--- src/rtl/synth_mem_pkg.sv ---
// Shared definitions for the synth parameter/state RAM arbiter: owner encoding,
// default geometry and the read-return tag.
package synth_mem_pkg;

  localparam logic OWNER_P = 1'b0;
  localparam logic OWNER_A = 1'b1;

  localparam int DEF_ADDR_W = 8;
  localparam int DEF_DATA_W = 32;

  typedef struct packed {
    logic valid;
    logic owner;
  } rd_tag_t;

endpackage

--- src/rtl/ram_arb_slot.sv ---
// Two-requester arbiter: P wins by default, A wins when P is idle or once A
// has been denied STARVE_LIMIT consecutive cycles.
module ram_arb_slot #(
  parameter int STARVE_LIMIT = 15
) (
  input  logic clk,
  input  logic reset,
  input  logic req_p,
  input  logic req_a,
  output logic gnt_p,
  output logic gnt_a,
  output logic sel
);

  localparam logic [7:0] LIMIT = 8'(STARVE_LIMIT);

  logic [7:0] starve_cnt;
  logic       force_a;

  function automatic logic [7:0] sat_inc(input logic [7:0] v);
    return (v >= LIMIT) ? LIMIT : v + 8'd1;
  endfunction

  // Grants are purely combinational so the winner reaches the RAM this cycle.
  always_comb begin
    force_a = req_a && (starve_cnt == LIMIT);
    gnt_a   = !reset && req_a && (!req_p || force_a);
    gnt_p   = !reset && req_p && !force_a;
    sel     = gnt_a;
  end

  always_ff @(posedge clk or posedge reset) begin
    if (reset)
      starve_cnt <= 8'd0;
    else if (!req_a || gnt_a)
      starve_cnt <= 8'd0;
    else
      starve_cnt <= sat_inc(starve_cnt);
  end

endmodule

--- src/rtl/ram_arbiter.sv ---
// Shares one read port and one write port of the synth RAM between the
// processor (fixed priority) and an auxiliary requester (starvation-protected).
module ram_arbiter
  import synth_mem_pkg::*;
#(
  parameter int ADDR_W       = DEF_ADDR_W,
  parameter int DATA_W       = DEF_DATA_W,
  parameter int RD_LAT       = 1,
  parameter int STARVE_LIMIT = 15
) (
  input  logic              clk,
  input  logic              reset,
  input  logic              p_ren,
  input  logic [ADDR_W-1:0] p_raddr,
  output logic              p_rgnt,
  output logic              p_rvalid,
  output logic [DATA_W-1:0] p_rdata,
  input  logic              p_wen,
  input  logic [ADDR_W-1:0] p_waddr,
  input  logic [DATA_W-1:0] p_wdata,
  output logic              p_wgnt,
  input  logic              a_ren,
  input  logic [ADDR_W-1:0] a_raddr,
  output logic              a_rgnt,
  output logic              a_rvalid,
  output logic [DATA_W-1:0] a_rdata,
  input  logic              a_wen,
  input  logic [ADDR_W-1:0] a_waddr,
  input  logic [DATA_W-1:0] a_wdata,
  output logic              a_wgnt,
  output logic [ADDR_W-1:0] ram_raddr,
  input  logic [DATA_W-1:0] ram_dout,
  output logic [ADDR_W-1:0] ram_waddr,
  output logic [DATA_W-1:0] ram_din,
  output logic              ram_wen
);

  logic rd_sel, wr_sel, rd_gnt, wr_gnt;

  logic [ADDR_W-1:0] raddr_last, waddr_last;
  logic [DATA_W-1:0] din_last;

  rd_tag_t tag_in;
  rd_tag_t tag_pipe [RD_LAT];

  ram_arb_slot #(.STARVE_LIMIT(STARVE_LIMIT)) u_rd_slot (
    .clk   (clk),
    .reset (reset),
    .req_p (p_ren),
    .req_a (a_ren),
    .gnt_p (p_rgnt),
    .gnt_a (a_rgnt),
    .sel   (rd_sel)
  );

  ram_arb_slot #(.STARVE_LIMIT(STARVE_LIMIT)) u_wr_slot (
    .clk   (clk),
    .reset (reset),
    .req_p (p_wen),
    .req_a (a_wen),
    .gnt_p (p_wgnt),
    .gnt_a (a_wgnt),
    .sel   (wr_sel)
  );

  // Only a granted requester's fields are routed, so an idle port's X never
  // reaches the RAM; with no winner the last driven value is held.
  always_comb begin
    rd_gnt    = p_rgnt | a_rgnt;
    wr_gnt    = p_wgnt | a_wgnt;
    ram_raddr = raddr_last;
    ram_waddr = waddr_last;
    ram_din   = din_last;
    if (rd_gnt)
      ram_raddr = rd_sel ? a_raddr : p_raddr;
    if (wr_gnt) begin
      ram_waddr = wr_sel ? a_waddr : p_waddr;
      ram_din   = wr_sel ? a_wdata : p_wdata;
    end
    ram_wen = wr_gnt;
  end

  always_ff @(posedge clk or posedge reset) begin
    if (reset) begin
      raddr_last <= '0;
      waddr_last <= '0;
      din_last   <= '0;
    end else begin
      raddr_last <= ram_raddr;
      waddr_last <= ram_waddr;
      din_last   <= ram_din;
    end
  end

  always_comb begin
    tag_in.valid = rd_gnt;
    tag_in.owner = rd_sel ? OWNER_A : OWNER_P;
  end

  // Read-return tag pipe: stage 0 is loaded in the grant cycle, the last
  // stage lines up with ram_dout.
  always_ff @(posedge clk or posedge reset) begin
    if (reset) begin
      for (int i = 0; i < RD_LAT; i++)
        tag_pipe[i] <= '0;
    end else begin
      tag_pipe[0] <= tag_in;
      for (int i = 1; i < RD_LAT; i++)
        tag_pipe[i] <= tag_pipe[i-1];
    end
  end

  always_comb begin
    p_rvalid = tag_pipe[RD_LAT-1].valid && (tag_pipe[RD_LAT-1].owner == OWNER_P);
    a_rvalid = tag_pipe[RD_LAT-1].valid && (tag_pipe[RD_LAT-1].owner == OWNER_A);
    p_rdata  = ram_dout;
    a_rdata  = ram_dout;
  end

endmodule

--- config.mk ---
export PLATFORM = sky130hd
export DESIGN_NAME = ram_arbiter
export DESIGN_NICKNAME = d
export VERILOG_FILES = /design/src/rtl/synth_mem_pkg.sv /design/src/rtl/ram_arb_slot.sv /design/src/rtl/ram_arbiter.sv
export SDC_FILE = /design/constraint.sdc
export NUM_CORES = 1
export LEC_CHECK = 0
export BUFFER_PORTS_ARGS = -buffer_cell sky130_fd_sc_hd__buf_4
export CELL_PAD_IN_SITES_DETAIL_PLACEMENT = 1
export CELL_PAD_IN_SITES_GLOBAL_PLACEMENT = 1
export CORE_MARGIN = 2
export CORE_UTILIZATION = 29
export DETAILED_ROUTE_END_ITERATION = 6
export GPL_TIMING_DRIVEN = 0
export PLACE_DENSITY = 0.78
export SYNTH_ARGS = -nofsm -noshare
export SYNTH_HDL_FRONTEND = slang
export SYNTH_SLANG_ARGS = --single-unit
--- constraint.sdc ---
create_clock -name clk -period 3.24 [get_ports clk]
set_input_delay 0.486 -clock clk [delete_from_list [all_inputs] [get_ports clk]]
set_output_delay 0.486 -clock clk [all_outputs]
set_load 0.005 [all_outputs]
==> impl_metrics.env, run 1 <==
export IMPL_p_int_mw=2.08
export IMPL_post_cts_buffers=0
export IMPL_tightestPinTransition_ns=0.639
export IMPL_ioPinCount=253
export IMPL_grt_pass1_wl_mm=18.8
export IMPL_ir_worst_vdd_mv=0.249
export IMPL_root_buffer="clkbuf_16"
export IMPL_p_leak_nw=2.75
export IMPL_antenna_cells=0
export IMPL_area_delta_synth_final_pct=63.0
export IMPL_dr_pass1_iters=4
export IMPL_final_common_cell="buf_4"
export IMPL_place_congestion=0.760
export IMPL_cts_tree="built"
export IMPL_r2r_end="waddr_last[2]"
export IMPL_timing_rr_start="u_wr_slot.starve_cnt[6]"
export IMPL_syn_avg_cell_area_um2=10.2
export IMPL_grt_usage_pct=18.1
export IMPL_vias_per_cell=4.95
export IMPL_maxSlewViolCount=0
export IMPL_p_per_area_mw_per_mm2=479
export IMPL_switchingPower_mw=0.669
export IMPL_ctsHoldBuffers=0
export IMPL_rows=40
export IMPL_synth_area_leader_cell="dfrtp_1"
export IMPL_r2r_cells=5
export IMPL_clkPwrFrac_pct=41.6
export IMPL_floorplan_initialDensity_pct=29.6
export IMPL_hold_ws_ns=0.301
export IMPL_core_area_mm2=0.0119
export IMPL_cts_reportedPaths_clkPinSlew_ns=0.05
export IMPL_antenna_found_initial=0
export IMPL_outcome="completed"
export IMPL_die_w_um=114
export IMPL_synth_distinct_cells=27
export IMPL_wl_mm=12.2
export IMPL_dieArea_mm2=0.0130
export IMPL_die_h_um=114
export IMPL_critPathKind="in -> out"
export IMPL_first_iter_violations=162
export IMPL_netlist_instances=347
export IMPL_dp_hpwl_mm=9.36
export IMPL_max_clock_freq_ghz=0.352
export IMPL_max_cap_violations=0
export IMPL_crit_path_end_kind="primary output"
export IMPL_design_area_mm2=0.00574
export IMPL_yosysSeqAreaShare_pct=46.9
export IMPL_combPwrFrac_pct=23.7
export IMPL_rsz0062_at_grt="false"
export IMPL_arrival_ns=2.36
export IMPL_num_vias=3649
export IMPL_port_buffers=220
export IMPL_grt_max_degree=73
export IMPL_required_ns=2.75
export IMPL_path_max_fanout=72
export IMPL_fin_crit_ns=2.84
export IMPL_swShare_pct=24.3
export IMPL_skew_ns=0.00508
export IMPL_cts_buffer_depth=2
export IMPL_clock_insertion_delay_worst_skew_ns=0.33
export IMPL_hold_class="in -> async"
export IMPL_yosys_register_bits=66
export IMPL_pwr_share_seq_pct=34.7
export IMPL_wire_per_inst_um=16.6
export IMPL_grt_pass1_vias=3837
export IMPL_drc_errors=0
export IMPL_h_tree_depth=3
export IMPL_r2r_setup_slack_ns=1.48
export IMPL_yosysWarnings=0
export IMPL_placed_area_mm2=0.00539
export IMPL_synth_top_area_share_pct=46.9
export IMPL_slew_headroom_pct=57.4
export IMPL_hold_viol_final=0
export IMPL_drive_gt1_share_pct=54.9
export IMPL_startpoint_type="input pin"
export IMPL_fin_crit_sh_pct=87.8
export IMPL_clock_sinks=66
export IMPL_final_cell_mix="buf_4, o21ai_1, dfrtp_1"
export IMPL_synthTopCellsByArea="dfrtp_1, buf_4, o21ai_1"
export IMPL_antenna_left=0
export IMPL_cts_buffers=9
export IMPL_grt_ovfl_total=0
export IMPL_ctsResizeCount=0
export IMPL_finalSetupViolations=0
export IMPL_syn_area_mm2=0.00352
export IMPL_finalNetCount=721
per-layer routing:
layer / GRT usage, % / wire (µm)
met5: 0 / 0
met1: 20.5 / 4660
met4: 6.83 / 218
met2: 32.6 / 6400
met3: 4.71 / 922
synthesized netlist by cell type:
master,number
xnor2_1,2
nor2_1,4
clkbuf_1,16
o21ai_2,5
nand3_2,1
xor2_1,2
o21ai_1,96
buf_4,65
o311a_1,1
and2b_2,1
buf_6,8
and2_1,1
o311a_2,1
a32oi_1,48
nor2b_1,2
o21a_4,1
inv_1,4
nand2_1,2
conb_1,1
inv_2,3
or4_4,2
dfrtp_1,66
o21a_1,1
o21ai_4,1
nand3_1,3
a21oi_1,8
ha_1,2
power groups by stage:
| stage | clock network (mW) | registers, mW | logic, mW |
|---|---|---|---|
| after CTS | 1.17 | 0.954 | 0.661 |
| after global placement | 0 | 0.962 | 0.641 |
| after floorplan | 0 | 0.957 | 0.293 |
| after detailed placement | 0 | 0.968 | 0.659 |
| final | 1.14 | 0.954 | 0.652 |
| after global routing | 1.21 | 0.963 | 0.715 |
state kept, by name, summed over array words and instances, names as in the netlist:
register              flops
din_last                 32
tag_pipe                  2
u_rd_slot.starve_cnt      8
u_wr_slot.starve_cnt      8
waddr_last                8
raddr_last                8
kinds of logic (layout without fill, tap and decap cells):
family / Yosys count / count (layout) / share of synthesized area [%]
AO/OA/AOI/OAI: 162 / 162 / 29.7
buffers and inverters: 96 / 332 / 18.9
flip-flops: 66 / 66 / 46.9
AND/OR/NAND/NOR: 16 / 16 / 2.77
XOR/XNOR: 4 / 4 / 0.995
adder cells (fa/ha/maj): 2 / 2 / 0.710
other: 1 / 8 / 0.106
layout make-up:
type	count	area, µm²
multi-input cells	192	1230
clock inverters	5	100
plain buffers	89	638
clock buffers	11	253
flip-flops and latches	66	1650
repair buffers	220	1650
fillers	1381	6170
well taps	147	184
inverters	7	31.3
per-stage QoR:
step	worst slack, ns	power, mW	setup TNS [ns]	instances	utilization [%]
2_1_floorplan	0.538	1.25	0	354	-
3_3_place_gp	-0.378	1.60	-10.34	721	45.2
3_5_place_dp	0.0603	1.63	0	721	45.2
4_1_cts	0.0688	2.79	0	737	48.2
5_1_grt	0.115	2.88	0	737	48.2
6_report	0.395	2.75	0	737	48.2
worst max path at each step:
stage                              end  startpoint  slack, ns
after floorplan           ram_raddr[6]       reset       0.54
after global placement    ram_raddr[6]       reset      -0.38
after detailed placement  ram_raddr[6]       reset       0.06
after CTS                 ram_raddr[6]       reset       0.07
after global routing      ram_raddr[6]       reset       0.12
final                     ram_raddr[6]       reset       0.40
worst max-delay path, stage by stage:
cell and delay [ns]:
buf_4 0.15, inv_6 0.48, o21ai_1 0.39, clkbuf_1 0.34
a32oi_1 0.24, o21ai_1 0.11, buf_4 0.16
No activity file was read; power rests on OpenSTA's default activity.
==> run 2: changes to the inputs <==
--- a/config.mk
+++ b/config.mk
@@ -12,7 +12,7 @@
 export CORE_UTILIZATION = 29
 export DETAILED_ROUTE_END_ITERATION = 6
 export GPL_TIMING_DRIVEN = 0
-export PLACE_DENSITY = 0.78
+export PLACE_DENSITY = 0.85
 export SYNTH_ARGS = -nofsm -noshare
 export SYNTH_HDL_FRONTEND = slang
 export SYNTH_SLANG_ARGS = --single-unit
==> run 2 against run 1 <==
  * Combinational power up 0.8%
  * Clock skew increased by 0.0035 ns
  * Cell count unchanged
  * First-iteration DRC count is 4.3% lower
  * Flip-flop and latch count stayed put
  * Sequential power about the same
  * Die area unchanged
  * Hold slack improved by 0.012 ns
  * Clock power down 9%
  * Utilization decreased by 0.27 points
  * Critical path depth unchanged
==> impl_metrics.env, run 2 (synthesis gave the netlist of run 1 again) <==
export IMPL_grt_max_degree=73
export IMPL_cts_buffers=9
export IMPL_wl_mm=12.3
export IMPL_finalSetupViolations=0
export IMPL_crit_path_cell_trace="buf_4 -> inv_6 -> o21ai_1 -> clkbuf_1 -> a32oi_1 -> o21ai_1 -> buf_4"
export IMPL_floorplan_initialDensity_pct=29.6
export IMPL_cts_buffer_depth=2
export IMPL_vias_per_cell=4.91
export IMPL_antenna_cells=0
export IMPL_regMostFlops="din_last"
export IMPL_place_congestion=0.789
export IMPL_grt_pass1_vias=3771
export IMPL_setup_tns_ns=0
export IMPL_p_int_mw=1.97
export IMPL_maxSlewViolCount=0
export IMPL_nFillCells=1368
export IMPL_critPathSlowestCell="inv_6"
export IMPL_total_power_mw=2.65
export IMPL_dieArea_mm2=0.0130
export IMPL_final_common_cell="buf_4"
export IMPL_die_w_um=114
export IMPL_critPathMaxStageDelay_ns=0.48
export IMPL_p_per_area_mw_per_mm2=464
export IMPL_critPathKind="in -> out"
export IMPL_wire_per_inst_um=16.7
export IMPL_ioPinCount=253
export IMPL_first_iter_violations=155
export IMPL_core_area_mm2=0.0119
export IMPL_largest_register_ffs=32
export IMPL_hold_viol_final=0
export IMPL_rsz0062_at_grt="false"
export IMPL_grt_pass1_wl_mm=19.0
export IMPL_antenna_found_initial=0
export IMPL_h_tree_depth=3
export IMPL_final_cell_mix="buf_4, o21ai_1, dfrtp_1"
export IMPL_grt_usage_pct=18.2
export IMPL_clkPwrFrac_pct=39.2
export IMPL_grt_ovfl_total=0
export IMPL_swShare_pct=25.8
export IMPL_die_h_um=114
export IMPL_required_ns=2.75
export IMPL_dr_pass1_iters=5
export IMPL_ir_worst_vdd_mv=0.239
export IMPL_tightestPinTransition_ns=0.651
export IMPL_root_buffer="clkbuf_16"
export IMPL_place_ws_ns=0.121
export IMPL_fin_ws_ns=0.373
export IMPL_pwr_share_seq_pct=36.0
export IMPL_rows=40
export IMPL_seq_area_mm2=0.00165
export IMPL_clock_sinks=66
export IMPL_max_clock_freq_ghz=0.349
export IMPL_clock_insertion_delay_worst_skew_ns=0.32
export IMPL_fin_crit_sh_pct=88.5
export IMPL_area_delta_synth_final_pct=62.1
export IMPL_outcome="completed"
export IMPL_design_area_mm2=0.00571
export IMPL_skew_ns=0.00855
export IMPL_antenna_left=0
export IMPL_path_max_fanout=72
export IMPL_finalNetCount=721
export IMPL_drc_errors=0
export IMPL_startpoint_type="input pin"
export IMPL_placed_area_mm2=0.00539
export IMPL_cts_tree="built"
export IMPL_switchingPower_mw=0.685
export IMPL_port_buffers=220
export IMPL_hold_class="in -> async"
export IMPL_dp_hpwl_mm=9.62
export IMPL_final_util_pct=47.9
export IMPL_cts_reportedPaths_clkPinSlew_ns=0.06
export IMPL_p_leak_nw=2.73
export IMPL_multi_input_comb_area_mm2=0.00123
export IMPL_combPwrFrac_pct=24.8
export IMPL_fin_crit_ns=2.87
export IMPL_drive_gt1_share_pct=54.7
export IMPL_arrival_ns=2.38
export IMPL_crit_path_end_kind="primary output"
export IMPL_slew_headroom_pct=56.6
export IMPL_num_vias=3617
export IMPL_max_cap_violations=0
## run 2: worst max-delay path: cells and delay by family
kind	cells	cell delay, ns
buffers and inverters	4	1.13
AOI/OAI and AO/OA	3	0.73
## run 2: path summary, 6_finish.rpt
kind | to | cells past startpoint | slack, ns | from
worst max-delay path | ram_raddr[6] | 7 | 0.37 | reset
worst min-delay path | din_last[18] | 2 | 0.31 | reset
worst max register to register | waddr_last[6] | 5 | 1.45 | u_wr_slot.starve_cnt[6]
worst min register to register | u_rd_slot.starve_cnt[0] | 1 | 0.50 | u_rd_slot.starve_cnt[0]
max in group asynchronous | waddr_last[1] | 2 | 2.48 | reset
min in group clk | din_last[10] | 3 | 0.44 | a_wdata[10]
## run 2: timing repair
| item | CTS | global route |
|---|---|---|
| hold buffers | 0 | 0 |
| resized for setup | 0 | 1 |
| buffers inserted | 0 | 0 |
| setup endpoints to repair | 0 | 9 |
## run 2: layout make-up
type	count	share of cell area, %
sequential	66	28.9
timing repair buffer	220	28.9
multi-input combinational	192	21.6
buffer	89	11.2
clock buffer	10	4.01
tap	147	3.22
clock inverter	6	1.60
inverter	7	0.548
## run 2: through the flow
step,hold WS [ns],cells
2_1_floorplan,0.446,354
3_3_place_gp,0.460,721
3_5_place_dp,0.484,721
4_1_cts,0.440,737
5_1_grt,0.373,737
6_report,0.314,737
## run 2: power by group through the flow
stage	clock [mW]	sequential, mW	combinational [mW]
floorplan	0	0.957	0.293
global placement	0	0.962	0.642
detailed placement	0	0.969	0.661
CTS	1.06	0.955	0.665
global route	1.10	0.964	0.719
finish	1.04	0.955	0.657
## run 2: layer usage
layer,vias to the layer above,wire [µm],track usage (%)
met5,-,0,0
met1,1734,4710,21.3
met3,14,904,4.18
met2,161,6540,33.3
met4,0,157,5.37
li1,1708,-,-
==> run 3: changes to the inputs <==
--- a/config.mk
+++ b/config.mk
@@ -5,6 +5,7 @@
 export SDC_FILE = /design/constraint.sdc
 export NUM_CORES = 1
 export LEC_CHECK = 0
+export ABC_AREA = 1
 export BUFFER_PORTS_ARGS = -buffer_cell sky130_fd_sc_hd__buf_4
 export CELL_PAD_IN_SITES_DETAIL_PLACEMENT = 1
 export CELL_PAD_IN_SITES_GLOBAL_PLACEMENT = 1
@@ -12,7 +13,7 @@
 export CORE_UTILIZATION = 29
 export DETAILED_ROUTE_END_ITERATION = 6
 export GPL_TIMING_DRIVEN = 0
-export PLACE_DENSITY = 0.85
+export PLACE_DENSITY = 0.86
 export SYNTH_ARGS = -nofsm -noshare
 export SYNTH_HDL_FRONTEND = slang
 export SYNTH_SLANG_ARGS = --single-unit
==> run 3 against run 2 <==
  * Power shrank 2.3%
  * Final area grew 8.5%
  * Critical path depth grew 1
  * Clock power shrank 5%
  * Synthesized cell count grew 58%
  * Combinational power is essentially flat
  * Worst setup slack gained 0.14 ns
  * Count of clock-buffer cells in the layout grew 3
  * Critical endpoint is now ram_din[5]
==> impl_metrics.env, run 3 <==
export IMPL_outcome="completed"
export IMPL_finalSetupViolations=0
export IMPL_skew_ns=0.00517
export IMPL_async_flop_share_pct=100
export IMPL_dieArea_mm2=0.0147
export IMPL_cts_tree="built"
export IMPL_place_congestion=0.827
export IMPL_largest_register_ffs=32
export IMPL_yosys_register_bits=66
export IMPL_arrival_ns=2.24
export IMPL_startpoint_type="input pin"
export IMPL_r2r_setup_slack_ns=1.59
export IMPL_die_w_um=121
export IMPL_place_ws_ns=0.380
export IMPL_synth_edf_count=0
export IMPL_r2r_cells=7
export IMPL_combPwrFrac_pct=25.2
export IMPL_p_int_mw=1.93
export IMPL_synthTopCellsByArea="dfrtp_1, nand2_1, buf_4"
export IMPL_drive_gt1_share_pct=41.2
export IMPL_p_per_area_mw_per_mm2=418
export IMPL_antenna_cells=0
export IMPL_h_tree_depth=3
export IMPL_pwr_share_seq_pct=36.5
export IMPL_grt_pass1_vias=4093
export IMPL_netlist_instances=549
export IMPL_core_area_mm2=0.0133
export IMPL_ctsHoldBuffers=0
export IMPL_wl_mm=13.1
export IMPL_final_cell_mix="buf_4, nand2_1, inv_1"
export IMPL_grt_usage_pct=17.5
export IMPL_cts_buffer_depth=2
export IMPL_p_leak_nw=3.75
export IMPL_dr_pass1_iters=4
export IMPL_rsz0062_at_grt="false"
export IMPL_grt_ovfl_total=0
export IMPL_fin_crit_ns=2.73
export IMPL_dp_hpwl_mm=10.3
export IMPL_swShare_pct=25.6
export IMPL_setup_tns_ns=0
export IMPL_critPathKind="in -> out"
export IMPL_synth_top_area_share_pct=41.4
export IMPL_final_common_cell="buf_4"
export IMPL_yosysWarnings=0
export IMPL_grt_max_degree=69
export IMPL_regMostFlops="din_last"
export IMPL_clkPwrFrac_pct=38.3
export IMPL_tightestPinTransition_ns=0.853
export IMPL_crit_path_end_kind="primary output"
export IMPL_clock_sinks=66
export IMPL_nFillCells=1735
export IMPL_final_util_pct=46.4
export IMPL_clock_insertion_delay_worst_skew_ns=0.32
export IMPL_die_h_um=121
export IMPL_cts_reportedPaths_clkPinSlew_ns=0.05
export IMPL_grt_pass1_wl_mm=20.2
export IMPL_hold_class="in -> async"
export IMPL_synth_most_common_cell="nand2_1"
export IMPL_synth_commonest_cells="nand2_1, inv_1, nand3_1, buf_4, dfrtp_1"
export IMPL_post_cts_buffers=0
export IMPL_port_buffers=220
export IMPL_wire_per_inst_um=13.6
export IMPL_rows=42
export IMPL_ir_worst_vdd_mv=0.266
export IMPL_synth_distinct_cells=21
export IMPL_synth_area_leader_cell="dfrtp_1"
export IMPL_finalNetCount=923
export IMPL_path_max_fanout=68
export IMPL_root_buffer="clkbuf_16"
export IMPL_ioPinCount=253
export IMPL_yosysSeqAreaShare_pct=41.4
export IMPL_max_clock_freq_ghz=0.367
export IMPL_vias_per_cell=4.25
export IMPL_antenna_found_initial=0
export IMPL_area_delta_synth_final_pct=55.3
export IMPL_drc_errors=0
export IMPL_fin_crit_sh_pct=84.1
export IMPL_max_cap_violations=0
export IMPL_switchingPower_mw=0.662
export IMPL_syn_area_mm2=0.00399
export IMPL_fin_ws_ns=0.514
export IMPL_antenna_left=0
export IMPL_hold_viol_final=0
export IMPL_syn_avg_cell_area_um2=7.26
export IMPL_ctsResizeCount=0
export IMPL_slew_headroom_pct=43.2
export IMPL_required_ns=2.75
export IMPL_floorplan_initialDensity_pct=29.9
export IMPL_first_iter_violations=90
export IMPL_cts_buffers=9
export IMPL_total_power_mw=2.59
export IMPL_maxSlewViolCount=0
export IMPL_r2r_end="raddr_last[5]"
export IMPL_num_vias=4113
export IMPL_synth_ff_type="dfrtp_1"
export IMPL_timing_rr_start="u_rd_slot.starve_cnt[0]"
-- run 3: changes by cell type in the layout (fill, tap and decap cells not counted), moves of 3 or more --
cell / change
clkbuf_1: -12
clkinv_4: -3
buf_2: +4
o21ai_2: -3
buf_4: +7
inv_1: +102
nand2_1: +148
a32oi_1: -48
buf_6: -4
nor2_1: +13
o21ai_1: -96
clkbuf_8: +3
nand3_1: +100
-- run 3: worst max-delay path by stage --
stage / from / end / slack, ns
floorplan: reset / ram_din[22] / 0.85
global placement: reset / ram_waddr[1] / -0.09
detailed placement: reset / ram_waddr[1] / 0.38
CTS: reset / ram_waddr[1] / 0.37
global route: reset / ram_din[18] / 0.22
finish: reset / ram_din[5] / 0.51
-- run 3: worst max-delay path, stage by stage --
cell     delay, ns
buf_4         0.15
inv_4         0.62
o21ai_2       0.26
inv_2         0.17
buf_4         0.21
nand3_1       0.11
nand2_1       0.10
buf_4         0.12
-- run 3: kinds of logic (layout without fill, tap and decap cells) --
logic type	after synthesis	after routing	share of synthesized area, %
simple gates	275	275	29.6
buf+inv	193	428	25.8
flops	66	66	41.4
compound gates	11	11	2.26
fa+ha+maj	2	2	0.627
other cells	1	8	0.0940
xor+xnor	1	1	0.220
-- run 3: layout make-up --
| class | instances | area (µm²) | area share [%] |
|---|---|---|---|
| clock buffers | 13 | 270 | 4.36 |
| flip-flops and latches | 66 | 1650 | 26.7 |
| multi-input cells | 297 | 1330 | 21.5 |
| repair buffers | 220 | 1650 | 26.7 |
| inverters | 109 | 412 | 6.65 |
| clock inverters | 2 | 35.0 | 0.566 |
| well taps | 176 | 220 | 3.56 |
| plain buffers | 84 | 621 | 10.0 |
-- run 3: layer usage --
layer	GRT usage, %	up-vias	part of all wire, %
li1	-	2053	-
met1	19.8	1938	39
met2	33.1	107	54
met3	3.10	15	4.6
met4	5.39	0	2.0
met5	0	-	0
-- run 3: power by group through the flow --
stage / logic (mW) / registers (mW) / clock network (mW)
global placement: 0.647 / 0.954 / 0
CTS: 0.668 / 0.945 / 1.03
floorplan: 0.300 / 0.951 / 0
finish: 0.654 / 0.945 / 0.991
global route: 0.724 / 0.953 / 1.05
detailed placement: 0.665 / 0.959 / 0
-- run 3: through the flow --
stage,cell area (µm²),instances,hold slack [ns]
5_1_grt,6190,967,0.488
4_1_cts,6190,967,0.450
6_report,6190,967,0.410
2_1_floorplan,4010,556,0.448
3_5_place_dp,5890,952,0.467
3_3_place_gp,5890,952,0.459
